## config.mk

```make
export PLATFORM = sky130hd
export DESIGN_NAME = joy_serial_reader
export DESIGN_NICKNAME = d
export VERILOG_FILES = /design/src/rtl/joy_serial_reader.sv
export SDC_FILE = /design/constraint.sdc
export NUM_CORES = 1
export LEC_CHECK = 0
export BUFFER_PORTS_ARGS = -buffer_cell sky130_fd_sc_hd__buf_4
export CORE_ASPECT_RATIO = 0.5
export CORE_MARGIN = 10
export CORE_UTILIZATION = 50
export DETAILED_ROUTE_END_ITERATION = 10
export GPL_TIMING_DRIVEN = 0
export PLACE_DENSITY = 0.72
export SETUP_SLACK_MARGIN = 0.05
export SYNTH_ARGS = -nofsm -noshare
export SYNTH_HDL_FRONTEND = slang
export SYNTH_SLANG_ARGS = --single-unit
```

## constraint.sdc

```tcl
create_clock -name clk -period 1.7 [get_ports clk]
set_input_delay 0.085 -clock clk [delete_from_list [all_inputs] [get_ports clk]]
set_output_delay 0.085 -clock clk [all_outputs]
set_load 0.005 [all_outputs]
```

## src/rtl/joy_serial_reader.sv

```systemverilog
// rtl/joy_serial_reader.sv - UserIO serial joystick reader: load/shift FSM, deserialiser, optional agreement filter
module joy_serial_reader #(
    parameter int PLAYERS = 2,
    parameter int BITS    = 12,
    parameter int CLK_DIV = 12,
    parameter int GAP     = 64,
    parameter bit INVERT  = 1'b1,
    parameter bit FILTER  = 1'b0
) (
    input  logic                    clk,
    input  logic                    reset,
    input  logic                    enable,
    input  logic                    joy_data,
    output logic                    joy_clk,
    output logic                    joy_load_n,
    output logic [PLAYERS*BITS-1:0] joystick,
    output logic                    frame_valid,
    output logic                    busy
);

    localparam int N  = PLAYERS * BITS;
    localparam int KW = (N > 1) ? $clog2(N) : 1;
    localparam int DW = (CLK_DIV > 1) ? $clog2(CLK_DIV) : 1;
    localparam int GW = (GAP > 1) ? $clog2(GAP) : 1;

    localparam logic [KW-1:0] K_LAST   = KW'(N - 1);
    localparam logic [DW-1:0] DIV_LAST = DW'(CLK_DIV - 1);
    localparam logic [GW-1:0] GAP_LAST = GW'((GAP > 0) ? GAP - 1 : 0);

    typedef enum logic [2:0] {
        S_IDLE,
        S_LOAD,
        S_SHIFT_LO,
        S_SHIFT_HI,
        S_LATCH,
        S_GAP
    } state_t;

    state_t          state_q, state_d;
    logic [DW-1:0]   div_q, div_d;
    logic [KW-1:0]   k_q, k_d;
    logic [GW-1:0]   gap_q, gap_d;
    logic [N-1:0]    shift_q, shift_d;
    logic [N-1:0]    prev_q, prev_d;
    logic [N-1:0]    joy_q, joy_d;
    logic            fv_q, fv_d;
    logic            busy_q, busy_d;
    logic            jclk_q, jclk_d;
    logic            load_n_q, load_n_d;
    logic            tick;
    logic [DW-1:0]   div_run;
    logic [N-1:0]    agree;

    always_comb begin
        tick    = (div_q == DIV_LAST);
        div_run = tick ? '0 : div_q + DW'(1);
        agree   = ~(shift_q ^ prev_q);
    end

    always_comb begin
        state_d = state_q;
        div_d   = div_q;
        k_d     = k_q;
        gap_d   = gap_q;
        shift_d = shift_q;
        prev_d  = prev_q;
        joy_d   = joy_q;

        case (state_q)
            S_IDLE: begin
                div_d = '0;
                if (enable) begin
                    state_d = S_LOAD;
                end
            end
            S_LOAD: begin
                div_d = div_run;
                if (tick) begin
                    k_d     = '0;
                    state_d = S_SHIFT_LO;
                end
            end
            S_SHIFT_LO: begin
                div_d = div_run;
                if (tick) begin
                    shift_d[k_q] = joy_data ^ INVERT;
                    state_d      = S_SHIFT_HI;
                end
            end
            S_SHIFT_HI: begin
                div_d = div_run;
                if (tick) begin
                    if (k_q == K_LAST) begin
                        // Commit on entry to LATCH so joystick and frame_valid appear together
                        state_d = S_LATCH;
                        prev_d  = shift_q;
                        if (FILTER) begin
                            joy_d = (agree & shift_q) | (~agree & joy_q);
                        end else begin
                            joy_d = shift_q;
                        end
                    end else begin
                        k_d     = k_q + KW'(1);
                        state_d = S_SHIFT_LO;
                    end
                end
            end
            S_LATCH: begin
                div_d   = '0;
                gap_d   = '0;
                state_d = (GAP == 0) ? S_IDLE : S_GAP;
            end
            S_GAP: begin
                div_d = div_run;
                if (tick) begin
                    if (gap_q == GAP_LAST) begin
                        state_d = S_IDLE;
                    end else begin
                        gap_d = gap_q + GW'(1);
                    end
                end
            end
            default: begin
                state_d = S_IDLE;
                div_d   = '0;
            end
        endcase

        // Line and status outputs are registered from the next state so they align with it
        jclk_d   = (state_d == S_SHIFT_HI);
        load_n_d = (state_d != S_LOAD);
        fv_d     = (state_d == S_LATCH);
        busy_d   = (state_d == S_LOAD) || (state_d == S_SHIFT_LO) ||
                   (state_d == S_SHIFT_HI) || (state_d == S_LATCH);
    end

    always_ff @(posedge clk) begin
        if (reset) begin
            state_q  <= S_IDLE;
            div_q    <= '0;
            k_q      <= '0;
            gap_q    <= '0;
            shift_q  <= '0;
            prev_q   <= '0;
            joy_q    <= '0;
            fv_q     <= 1'b0;
            busy_q   <= 1'b0;
            jclk_q   <= 1'b0;
            load_n_q <= 1'b1;
        end else begin
            state_q  <= state_d;
            div_q    <= div_d;
            k_q      <= k_d;
            gap_q    <= gap_d;
            shift_q  <= shift_d;
            prev_q   <= prev_d;
            joy_q    <= joy_d;
            fv_q     <= fv_d;
            busy_q   <= busy_d;
            jclk_q   <= jclk_d;
            load_n_q <= load_n_d;
        end
    end

    assign joy_clk     = jclk_q;
    assign joy_load_n  = load_n_q;
    assign joystick    = joy_q;
    assign frame_valid = fv_q;
    assign busy        = busy_q;

endmodule

```

# Word-level counts from Yosys, hierarchy flattened

Cells that the tools add are included.

$add $sub $neg: 3
$lt $le $gt $ge: 2
Equal/unequal tests: 18
Muxes and demuxes: 18
Bitwise logic cells: 2
Reduce and logical (&&, ||, !) cells: 13

Operators with widths:

| operator                                                          | count |
|---|---|
| bitwise mux 24 bit                                                | 1 |
| 2-to-1 mux 3 bit                                                  | 7 |
| one-hot mux 3 bit (6 select lines)                                | 1 |
| 2-to-1 mux 5 bit                                                  | 3 |
| == test 3 x 2 -> 1 bit, second input constant                     | 4 |
| 2-to-1 mux 6 bit                                                  | 2 |
| one-hot mux 6 bit (2 select lines)                                | 1 |
| != test 2 bit, second input constant                              | 5 |
| one-hot mux 5 bit (2 select lines)                                | 1 |
| == test 3 bit, second input constant                              | 3 |
| adder 6 x 1 -> 6 bit, second input constant                       | 1 |
| == test 3 x 1 -> 1 bit, second input constant                     | 2 |
| == test 6 bit, second input constant                              | 1 |
| < comparator 5 x 6 -> 1 bit, second input constant                | 1 |
| AND reduction 3 bit                                               | 2 |
| adder 5 x 1 -> 5 bit, second input constant                       | 1 |
| demux 1 bit (select 5 bit)                                        | 1 |
| == test 5 bit, second input constant                              | 1 |
| greater-or-equal comparator 5 x 1 -> 1 bit, second input constant | 1 |
| adder 4 x 1 -> 4 bit, second input constant                       | 1 |
| == test 4 bit, second input constant                              | 1 |
| AND reduction 4 bit                                               | 1 |
| nonzero test 2 bit                                                | 2 |
| OR reduction 4 bit                                                | 1 |
| 8 further kinds                                                   | 11 |

Register bits: 70
Bits of input ports: 4
Output and inout port bits: 28
Word-level logic and storage cells: 66

# Depth between registers and ports, before layout

Gate-level depths: netlist of the first run.

Word-level depth: 8
Mapped depth: 7
Mapped depth without buffers: 6

# Worst setup path before layout of the first run

No wires, ideal clock.

Path kind: reg-to-reg
Start point: register div_q[0]
End point: register joy_q[4] (netlist: joystick[4])
Setup time: 0.128 ns
Arrival time: 1.656 ns
Data required time: 1.572 ns
Slack: -0.083 ns
Stages on the path, launching flop included: 7
Buffers on the path: 1
Period minus slack after synthesis: 1.783 ns
Cells stage by stage: dfxtp_1 -> ha_1 -> nand3b_4 -> nor4_4 -> buf_6 -> mux2i_1 -> nor2_1

Word-level cells in the longest chain between the ends: 2

Ends and longest elaborated chain:

| item                          | line | source |
|---|---|---|
| start: declaration            | 40   | `logic [DW-1:0] div_q, div_d;` |
| start signal: assignment      | 152  | `div_q <= div_d;` |
| == test 4 bit                 | 55   | `tick = (div_q == DIV_LAST);` |
| AND reduction 3 bit (no line) | n/a  |  |
| end signal: assignment        | 157  | `joy_q <= joy_d;` |
| end: declaration              | 45   | `logic [N-1:0] joy_q, joy_d;` |

Every way passes these cells.
A chain may end at the register's enable or synchronous reset.

# Final worst setup path of the first run

Start point: register k_q[4]
End point: register joy_q[3] (netlist: joystick[3])

Word-level cells in the longest chain between the ends: 2

Ends and longest elaborated chain:

| item                          | line | source |
|---|---|---|
| start: declaration            | 41   | `logic [KW-1:0] k_q, k_d;` |
| start signal: assignment      | 153  | `k_q <= k_d;` |
| == test 5 bit                 | 93   | `if (k_q == K_LAST) begin` |
| AND reduction 3 bit (no line) | n/a  |  |

Every way passes these cells.

==> summary.txt, run 1 <==
Hold path
  • Type of the tightest min-delay check: in2reg
  • Hold path start: reset

Floorplan
  • Core area: 5587 um^2
  • DIE WIDTH: 128.2 um
  • # IOs: 32
  • FP Rows: 19
  • Die Ht: 74.11 um
  • Die area: 9502 um^2
  • Starting density of the core: 0.5241

Critical path
  • Worst path bufs/invs: 3
  • Slowest stage cell, crit path: nor4_4
  • Setup crit start kind: flop
  • Worst Path Max Fanout: 4
  • Crit path DAT: 1.95 ns
  • CP most frequent cell: buf_6
  • Origin of the worst setup path: k_q[4]
  • Crit path kind: reg2reg
  • CP cell instances: buf_6 > nand3b_1 > nor4_4 > buf_6 > buf_6 > mux2i_2 > nor2_1
  • Slowest stage delay, CP: 0.33 ns
  • Crit-path leading delay family: simple AND/OR/NAND/NOR gates
  • Worst Path Required: 1.90 ns
  • Reg2reg start: k_q[4]
  • Crit. End Element: flop

GRT
  • First-pass GRT wire length: 11,650 um
  • Total GRT Usage: 0.1517
  • Vias in the first global route: 2,427
  • Largest net degree at the start of global routing: 12
  • Initial antenna violation count: 0
  • Grt ovf: 0

Yosys
  • Mapped Area: 2928 um^2
  • Mux cell area share after synthesis: 0.08932
  • Post-synthesis sequential area ratio: 0.4786
  • Largest family of logic cells by synthesized area: compound AO/OA/AOI/OAI gates
  • Compound-Gate Fraction of Synth Area: 0.1786
  • Synth unique cells: 41
  • YS warnings: 0
  • Syn_area_per_cell: 9.537 um^2
  • Yosys reg bits: 70
  • Synth Area in XOR/XNOR: 0.005983
  • Mapped Cells: 307
  • Syn nets: 317
  • Synth Area in Adders: 0.02564
  • Post-Synth Simple-Gate Area: 0.1722

Clock network
  • Clk slew on worst S/H paths: 0.06 ns
  • Clock Path Buffers: 2
  • CTS tree: yes
  • H-tree Lvls: 3
  • CTS Sinks: 70
  • Worst-Skew Late Latency: 0.34 ns
  • Clk root buf: clkbuf_16
  • Inserted Clock Buffers: 9

Timing
  • F_max: 0.5696 GHz
  • Final hold vios: 0
  • Slew Limit Fails: 0
  • Crit path time final: 1.756 ns
  • RSZ-0062 raised after global routing: true
  • Final worst path period share: 1.033
  • Worst slew margin: 0.6147
  • WHS: 0.07196 ns
  • Fin Clk Skew: 0.008523 ns
  • Final WS setup: -0.05553 ns
  • Slew @ Worst Pin: 0.5779 ns
  • Setup violators final: 6

Layout
  • Finished Layout Cells: 454
  • Fraction of layout cells with a size suffix above 1: 0.3517
  • Final core utilization: 0.7344
  • Layout overhead on the synthesized area: 40.13%
  • Diode count: 0
  • Most frequent cells in the layout: dfxtp_1, buf_4, nor2_1
  • Commonest non-fill, non-tap cell in the layout: dfxtp_1
  • Nets: 387

Detailed routing
  • Average wire per cell in the routed design: 18.05 um
  • Router iterations before antenna repair: 4
  • Via Count: 2,682
  • DRC viols: 0
  • Total Routed Length: 8194 um
  • DRT iter0 DRCs: 229
  • Vias/cell: 5.907
  • ANT nets after route: 0

Placement
  • Gpl congestion: 0.8343
  • Pre-CTS WS: -0.2449 ns
  • HPWL Detailed: 4687 um
  • Placed Instances: 411
  • Port buffer count: 31

Pwr
  • Peak VDD IR: 0.8113 mV
  • Pwr per Cell Area: 880.8 nW/um^2
  • Pleak: 1.544 nW

Run status
  • Failing checks: setup timing
  • Outcome: complete, but fails checks

Run
  • Max_cap viols: 0
-- final timing paths --
kind                               endpoint  slack, ns  cells past startpoint
worst max-delay path            joystick[3]      -0.06                      7
worst min-delay path               div_q[0]       0.07                      3
worst max register to register  joystick[3]      -0.06                      7
worst min register to register     gap_q[5]       0.49                      2
-- logic make-up (layout without fill, tap and decap cells) --
kind of cell               count (synthesis)  count (layout)
buffers and inverters                     33             107
AOI/OAI and AO/OA                         79              79
adders and majority gates                  6               6
xor gates and xnor gates                   2               2
muxes                                     26              26
and+or+nand+nor                           91              91
DFF                                       70              70
-- state kept, by name (all words and copies together) (netlist names) --
register / cells
busy: 1
div_q: 4
frame_valid: 1
gap_q: 6
joy_clk: 1
joy_load_n: 1
joystick: 24
k_q: 5
shift_q: 24
state_q: 3
-- metrics by stage --
stage          instance area, um^2  setup TNS (ns)  power [W]
5_1_grt                       4103         -0.9282   0.003707
4_1_cts                       3747               0   0.003597
2_1_floorplan                 2969               0   0.001748
3_5_place_dp                  3293          -6.541   0.001783
6_report                      4103         -0.1984   0.003614
3_3_place_gp                  3293          -5.370   0.001780
-- metal layers --
metal  GRT usage  up-vias  part of all wire
met5           0        -                 0
met4     0.06700        0             0.026
met3     0.06241       24             0.063
met2      0.2451       86              0.49
met1      0.1762     1300              0.42
li1            -     1272                 -
-- worst min-delay path, delay by kind of cell --
family,cells,cell delay [ns]
simple gates,2,0.20
buf+inv,1,0.08
-- power by group --
| group | internal, W | switching (W) | leakage, nW |
|---|---|---|---|
| sequential | 0.00165 | 0.00000600 | 0.568 |
| clock | 0.00117 | 0.000679 | 0.135 |
| combinational | 0.0000407 | 0.0000740 | 0.841 |
-- cells in the mapped netlist (all sizes together) --
cell type,number,area [um^2]
dfxtp,70,1401
nor2,36,135.1
a21oi,33,165.2
mux2i,25,250.2
a311oi,24,210.2
clkbuf,16,60.06
inv,10,37.54
nor3,10,70.07
nand2,9,33.78
nand3,8,40.04
buf,7,47.54
o21ai,7,35.03
ha,6,75.07
or4,6,45.04
nor3b,4,30.03
a21boi,3,22.52
nor4,3,33.78
o31ai,3,22.52
or3,3,18.77
a211oi,2,15.01
a31oi,2,12.51
and3b,2,17.52
nand3b,2,27.53
nand4,2,12.51
nor2b,2,12.51
or2,2,12.52
a2111oi,1,8.760
a2bb2oi,1,8.760
mux2,1,11.26
nand2b,1,6.260
o2111ai,1,8.760
o211ai,1,7.510
o22ai,1,6.260
or3b,1,8.760
xnor2,1,8.760
xor2,1,8.760
-- what timing repair did --
item                                    CTS  global route
hold buffers                              2             0
pin swaps                                 2            34
endpoints found under the setup margin   57            57
endpoints found under the hold margin     4             0
gates cloned                              0             4
resized for setup                        29            50
buffers inserted                          6            18
-- layout make-up --
type / instances / area, um^2
clock buffers: 12 / 246.5
fillers: 354 / 1484
flip-flops and latches: 70 / 1413
clock inverters: 3 / 45.04
well taps: 73 / 91.34
plain buffers: 21 / 157.7
repair buffers: 61 / 501.7
multi-input cells: 204 / 1610
inverters: 10 / 37.54
Note: power is estimated with default switching activity, not from simulation.
==> run 2: changes to the inputs <==
--- a/config.mk
+++ b/config.mk
@@ -5,13 +5,14 @@
 export SDC_FILE = /design/constraint.sdc
 export NUM_CORES = 1
 export LEC_CHECK = 0
+export ABC_AREA = 1
 export BUFFER_PORTS_ARGS = -buffer_cell sky130_fd_sc_hd__buf_4
 export CORE_ASPECT_RATIO = 0.5
 export CORE_MARGIN = 10
 export CORE_UTILIZATION = 50
 export DETAILED_ROUTE_END_ITERATION = 10
 export GPL_TIMING_DRIVEN = 0
-export PLACE_DENSITY = 0.72
+export PLACE_DENSITY = 0.69
 export SETUP_SLACK_MARGIN = 0.05
 export SYNTH_ARGS = -nofsm -noshare
 export SYNTH_HDL_FRONTEND = slang
==> constraint.sdc (replaced) <==
create_clock -name clk -period 1.9 [get_ports clk]
set_input_delay 0.095 -clock clk [delete_from_list [all_inputs] [get_ports clk]]
set_output_delay 0.095 -clock clk [all_outputs]
set_load 0.005 [all_outputs]
==> summary.txt, run 2 <==
Run status
  • Outcome: completed (was complete, but fails checks)

Layout
  • Nets: 452 (was 387)
  • Layout overhead on the synthesized area: 21.92% (was 40.13%)
  • Fraction of layout cells with a size suffix above 1: 0.2237 (was 0.3517)
  • Commonest non-fill, non-tap cell in the layout: dfxtp_1 (unchanged)
  • Most frequent cells in the layout: dfxtp_1, nor2_1, nand2_1 (was dfxtp_1, buf_4, nor2_1)
  • Diode count: 0 (unchanged)

Yosys
  • Post-synth EDFFs: 0 (unchanged)
  • Async set or reset register ratio after synthesis: 0 (unchanged)
  • Most common cell in the netlist: dfxtp_1 (unchanged)
  • Post-synth top area share: 0.4473 (was 0.4786)
  • Post-synthesis sequential area ratio: 0.4473 (was 0.4786)
  • Syn nets: 409 (was 317)
  • Mapped Cells: 399 (was 307)
  • Yosys reg bits: 70 (unchanged)
  • Synth cell count leaders: dfxtp_1, nor2_1, nand2_1 (was dfxtp_1, nor2_1, a21oi_1)
  • YS warnings: 0 (unchanged)
  • Synth Flop Type: dfxtp_1 (unchanged)
  • Largest cells by area after synthesis: dfxtp_1, nor2_1, nand2_1 (was dfxtp_1, mux2i_1, a311oi_1)
  • Area leader, netlist: dfxtp_1 (unchanged)
  • Syn_area_per_cell: 7.852 um^2 (was 9.537 um^2)
  • Synth unique cells: 29 (was 41)
  • Mapped Area: 3133 um^2 (was 2928 um^2)

Timing
  • Post-route setup TNS: 0 ns (was -0.1984 ns)
  • RSZ-0062 raised after global routing: false (was true)
  • Crit path time final: 1.697 ns (was 1.756 ns)
  • Setup violators final: 0 (was 6)
  • Slew @ Worst Pin: 0.7024 ns (was 0.5779 ns)
  • Slew Limit Fails: 0 (unchanged)
  • Worst slew margin: 0.5318 (was 0.6147)
  • Fin Clk Skew: 0.005067 ns (was 0.008523 ns)
  • Final hold vios: 0 (unchanged)
  • Final worst path period share: 0.8934 (was 1.033)
  • F_max: 0.5891 GHz (was 0.5696 GHz)

Clock network
  • PostCTS Resize Cnt: 0 (was 29)
  • Inserted Clock Buffers: 9 (unchanged)
  • CTS Sinks: 70 (unchanged)
  • Clk root buf: clkbuf_16 (unchanged)
  • Clock Path Buffers: 2 (unchanged)
  • Worst-Skew Late Latency: 0.34 ns (about the same)
  • H-tree Lvls: 3 (unchanged)
  • CTS tree: yes (unchanged)
  • Post-CTS Setup Bufs: 0 (was 6)
  • Clk slew on worst S/H paths: 0.05 ns (was 0.06 ns)

Detailed routing
  • Vias/cell: 4.950 (was 5.907)
  • ANT nets after route: 0 (unchanged)
  • DRT iter0 DRCs: 161 (was 229)
  • DRC viols: 0 (unchanged)
  • Total Routed Length: 6988 um (was 8194 um)
  • Average wire per cell in the routed design: 13.06 um (was 18.05 um)
  • Router iterations before antenna repair: 5 (was 4)
  • Via Count: 2,648 (was 2,682)

GRT
  • First-pass GRT wire length: 11,790 um (was 11,650 um)
  • Initial antenna violation count: 0 (unchanged)
  • GR Util met3: 0.05197 (was 0.06241)
  • Largest net degree at the start of global routing: 13 (was 12)
  • Busiest layer in global routing: met2 (unchanged)
  • Total GRT Usage: 0.1410 (was 0.1517)
  • Vias in the first global route: 2,518 (was 2,427)
  • Met1 Use GR: 0.1665 (was 0.1762)
  • M2 GR Usage: 0.2303 (was 0.2451)
  • Grt ovf: 0 (unchanged)

Floorplan
  • Die Ht: 75.98 um (was 74.11 um)
  • Die area: 10,020 um^2 (was 9502 um^2)
  • # IOs: 32 (unchanged)
  • DIE WIDTH: 131.9 um (was 128.2 um)
  • Core area: 6081 um^2 (was 5587 um^2)
  • Starting density of the core: 0.5152 (was 0.5241)
  • FP Rows: 20 (was 19)

Placement
  • Gpl congestion: 0.8350 (was 0.8343)
  • Port buffer count: 31 (unchanged)
  • HPWL Detailed: 4888 um (was 4687 um)

Critical path
  • Worst Path Required: 2.12 ns (was 1.90 ns)
  • Crit path kind: reg2reg (unchanged)
  • Setup crit start kind: flop (unchanged)
  • Crit. End Element: flop (unchanged)
  • Worst Path Max Fanout: 8 (was 4)
  • Crit path DAT: 1.92 ns (was 1.95 ns)

Pwr
  • Pwr per Cell Area: 890.0 nW/um^2 (was 880.8 nW/um^2)
  • Peak VDD IR: 0.6348 mV (was 0.8113 mV)
  • Final Power: 0.003400 W (was 0.003614 W)
  • Pleak: 1.484 nW (was 1.544 nW)

Run
  • Max_cap viols: 0 (unchanged)

Hold path
  • Type of the tightest min-delay check: in2reg (unchanged)
[run 2: logic make-up after synthesis]
logic type / share of synthesized area
AOI/OAI and AO/OA: 0.1546
xor gates and xnor gates: 0.01118
and+or+nand+nor: 0.2804
DFF: 0.4473
adders and majority gates: 0.02396
buffers and inverters: 0.08267
[run 2: repair_timing]
action | CTS | global route
hold buffers | 1 | 0
endpoints found under the setup margin | 0 | 2
hold endpoints to repair | 4 | 0
[run 2: area by class of cell]
type	instances	area, um^2
Clock buffer	11	252.7
Fill cell	544	2261
Buffer	15	82.58
Inverter	47	176.4
Multi-Input combinational cell	267	1473
Sequential cell	70	1401
Clock inverter	5	81.33
Timing Repair Buffer	32	242.7
Tap cell	88	110.1
[run 2: power breakdown]
group	total (W)	switching (W)	leakage, nW	internal [W]
Combinational	0.0000833	0.0000585	0.758	0.0000248
Sequential	0.00148	0.00000605	0.565	0.00148
Clock	0.00183	0.000616	0.162	0.00122
[run 2: layer usage]
layer,up-vias,wire length (um)
met2,51,3239
met5,-,0
met1,1202,3298
li1,1384,-
met4,0,95
met3,11,354
[run 2: final timing paths]
kind | startpoint | end | slack (ns) | depth (start not counted)
hold / removal | reset | state_q[2] | 0.22 | 4
setup reg to reg | k_q[0] | k_q[0] | 0.20 | 8
hold reg to reg | shift_q[2] | joystick[2] | 0.46 | 2
setup / recovery | k_q[0] | k_q[0] | 0.20 | 8
[run 2: worst max-delay path: stages (launching register included)]
cell and delay (ns):
dfxtp_1 0.40, ha_1 0.23, inv_1 0.11, nor2_4 0.13, nand2_2 0.10, nand2_1 0.22
inv_1 0.11, o21ai_0 0.22, nor2_1 0.06
[run 2: through the flow]
step                  util  cells  instance area, um^2  worst slack, ns  hold slack (ns)
floorplan                -    399                 3133           0.4692           0.1851
global placement    0.5716    518                 3476           0.2803           0.3219
detailed placement  0.5716    518                 3476           0.2324           0.3204
CTS                 0.6282    535                 3820           0.2214           0.1936
global route        0.6282    535                 3820          0.05113           0.2438
finish              0.6282    535                 3820           0.2025           0.2173
==> run 3: changes to the inputs <==
--- a/config.mk
+++ b/config.mk
@@ -11,7 +11,6 @@
 export CORE_MARGIN = 10
 export CORE_UTILIZATION = 50
 export DETAILED_ROUTE_END_ITERATION = 10
-export GPL_TIMING_DRIVEN = 0
 export PLACE_DENSITY = 0.69
 export SETUP_SLACK_MARGIN = 0.05
 export SYNTH_ARGS = -nofsm -noshare
==> summary.txt, run 3 (same netlist as run 2, synthesis figures left out) <==
Critical path
  • R2r worst-path depth: 7 (was 8)
  • Worst R2R End: shift_q[6] (was k_q[0])
  • Worst Path Required: 2.17 ns (was 2.12 ns)
  • Crit path DAT: 2.01 ns (was 1.92 ns)
  • Origin of the worst setup path: div_q[0] (was k_q[0])
  • Crit. End Element: flop (unchanged)
  • Setup crit start kind: flop (unchanged)
  • Crit path kind: reg2reg (unchanged)
  • CP endpoint: shift_q[6] (was k_q[0])
  • Reg2reg start: div_q[0] (was k_q[0])
  • Worst Path Max Fanout: 12 (was 8)
  • FF-to-FF setup slack: 0.16 ns (was 0.20 ns)

Timing
  • WHS: 0.1474 ns (was 0.2173 ns)
  • Final worst path period share: 0.9147 (was 0.8934)
  • Final hold vios: 0 (unchanged)
  • F_max: 0.5754 GHz (was 0.5891 GHz)
  • Slew Limit Fails: 0 (unchanged)
  • Setup violators final: 0 (unchanged)
  • Fin Clk Skew: 0.008535 ns (was 0.005067 ns)
  • RSZ-0062 raised after global routing: true (was false)
  • Crit path time final: 1.738 ns (was 1.697 ns)
  • Post-route setup TNS: 0 ns (unchanged)
  • Worst slew margin: 0.5938 (was 0.5318)
  • Slew @ Worst Pin: 0.6086 ns (was 0.7024 ns)

Pwr
  • Pwr per Cell Area: 884.5 nW/um^2 (was 890.0 nW/um^2)
  • Pleak: 1.466 nW (was 1.484 nW)
  • Peak VDD IR: 0.6672 mV (was 0.6348 mV)

Detailed routing
  • Average wire per cell in the routed design: 12.73 um (was 13.06 um)
  • Router iterations before antenna repair: 4 (was 5)
  • Vias/cell: 5.036 (was 4.950)
  • ANT nets after route: 0 (unchanged)
  • Total Routed Length: 6696 um (was 6988 um)
  • Via Count: 2,649 (was 2,648)
  • DRT iter0 DRCs: 118 (was 161)
  • DRC viols: 0 (unchanged)

Clock network
  • Clk slew on worst S/H paths: 0.06 ns (was 0.05 ns)
  • Clk root buf: clkbuf_16 (unchanged)
  • Clock Path Buffers: 2 (unchanged)
  • Inserted Clock Buffers: 9 (unchanged)
  • CTS tree: yes (unchanged)
  • CTS Sinks: 70 (unchanged)
  • Worst-Skew Late Latency: 0.33 ns (was 0.34 ns)
  • H-tree Lvls: 3 (unchanged)

Floorplan
  • Die area: 10,020 um^2 (unchanged)
  • FP Rows: 20 (unchanged)
  • Die Ht: 75.98 um (unchanged)
  • DIE WIDTH: 131.9 um (unchanged)
  • Core area: 6081 um^2 (unchanged)
  • Starting density of the core: 0.5152 (unchanged)
  • # IOs: 32 (unchanged)

Run status
  • Outcome: completed (unchanged)

Placement
  • Port buffer count: 31 (unchanged)
  • Post-DP Area: 3451 um^2 (was 3476 um^2)
  • Gpl congestion: 0.8181 (was 0.8350)
  • Placed Instances: 509 (was 518)
  • HPWL Detailed: 4746 um (was 4888 um)

Run
  • Max_cap viols: 0 (unchanged)

Layout
  • Finished Layout Cells: 526 (was 535)
  • Fill cell count: 533 (was 544)
  • Layout overhead on the synthesized area: 20.69% (was 21.92%)
  • Commonest non-fill, non-tap cell in the layout: dfxtp_1 (unchanged)
  • Nets: 443 (was 452)
  • Non-Filler Cell Area, Final: 3781 um^2 (was 3820 um^2)
  • Diode count: 0 (unchanged)
  • Most frequent cells in the layout: dfxtp_1, nor2_1, nand2_1 (unchanged)
  • Fraction of layout cells with a size suffix above 1: 0.2215 (was 0.2237)

GRT
  • First-pass GRT wire length: 11,330 um (was 11,790 um)
  • Total GRT Usage: 0.1361 (was 0.1410)
  • Largest net degree at the start of global routing: 31 (was 13)
  • Grt ovf: 0 (unchanged)
  • Vias in the first global route: 2,509 (was 2,518)
  • Initial antenna violation count: 0 (unchanged)

Hold path
  • Type of the tightest min-delay check: in2reg (unchanged)
run 3: cell types whose count changed in the layout (fill, tap and decap cells not counted), moves of 2 or more:
cell      change
clkbuf_1      -5
buf_2         -3
buf_4         +3
buf_6         -2
run 3: worst max-delay path: stages, from the launching register on:
cell     delay, ns
dfxtp_1       0.35
ha_1          0.24
nand3_4       0.17
nor2_4        0.22
nand2_1       0.28
o21ai_0       0.25
nand2_1       0.07
nor2_1        0.09
run 3: cell type report:
| type | instances | area (um^2) | share of cell area |
|---|---|---|---|
| Clock buffer | 13 | 250.2 | 0.06618 |
| Timing Repair Buffer | 38 | 300.3 | 0.07942 |
| Sequential cell | 70 | 1401 | 0.3706 |
| Multi-Input combinational cell | 267 | 1475 | 0.3901 |
| Inverter | 47 | 176.4 | 0.04666 |
| Clock inverter | 3 | 67.56 | 0.01787 |
| Tap cell | 88 | 110.1 | 0.02912 |
run 3: timing repair:
item | CTS | global route
resized for setup | 0 | 1
buffers inserted | 0 | 0
setup endpoints to repair | 0 | 1
endpoints found under the hold margin | 4 | 0
hold buffers | 1 | 0
run 3: routing by layer:
layer  share of wire  vias up  track usage
met5               0        -            0
met3           0.047        9      0.05000
met1            0.47     1219       0.1533
met2            0.47       49       0.2248
li1                -     1372            -
met4           0.013        0      0.06512
run 3: how the worst min path moves through the flow:
stage / startpoint / endpoint / slack [ns] / cells past startpoint
finish: reset / gap_q[0] / 0.15 / 4
global route: reset / gap_q[0] / 0.15 / 4
CTS: reset / gap_q[0] / 0.14 / 4
detailed placement: joy_data / shift_q[4] / 0.31 / 2
global placement: joy_data / shift_q[5] / 0.31 / 2
floorplan: joy_data / shift_q[23] / 0.19 / 1
run 3: power by group:
group          internal (W)  total [W]  switching, W
combinational     0.0000241  0.0000788     0.0000547
clock               0.00119    0.00178      0.000598
sequential          0.00148    0.00148    0.00000539
total               0.00269    0.00334      0.000658
run 3: through the flow:
stage	total power (W)	setup slack [ns]	utilization
finish	0.003344	0.1621	0.6218
global route	0.003462	0.04432	0.6218
CTS	0.003373	0.1619	0.6214
detailed placement	0.001591	0.1553	0.5675
global placement	0.001589	0.2817	0.5675
floorplan	0.001564	0.4692	-
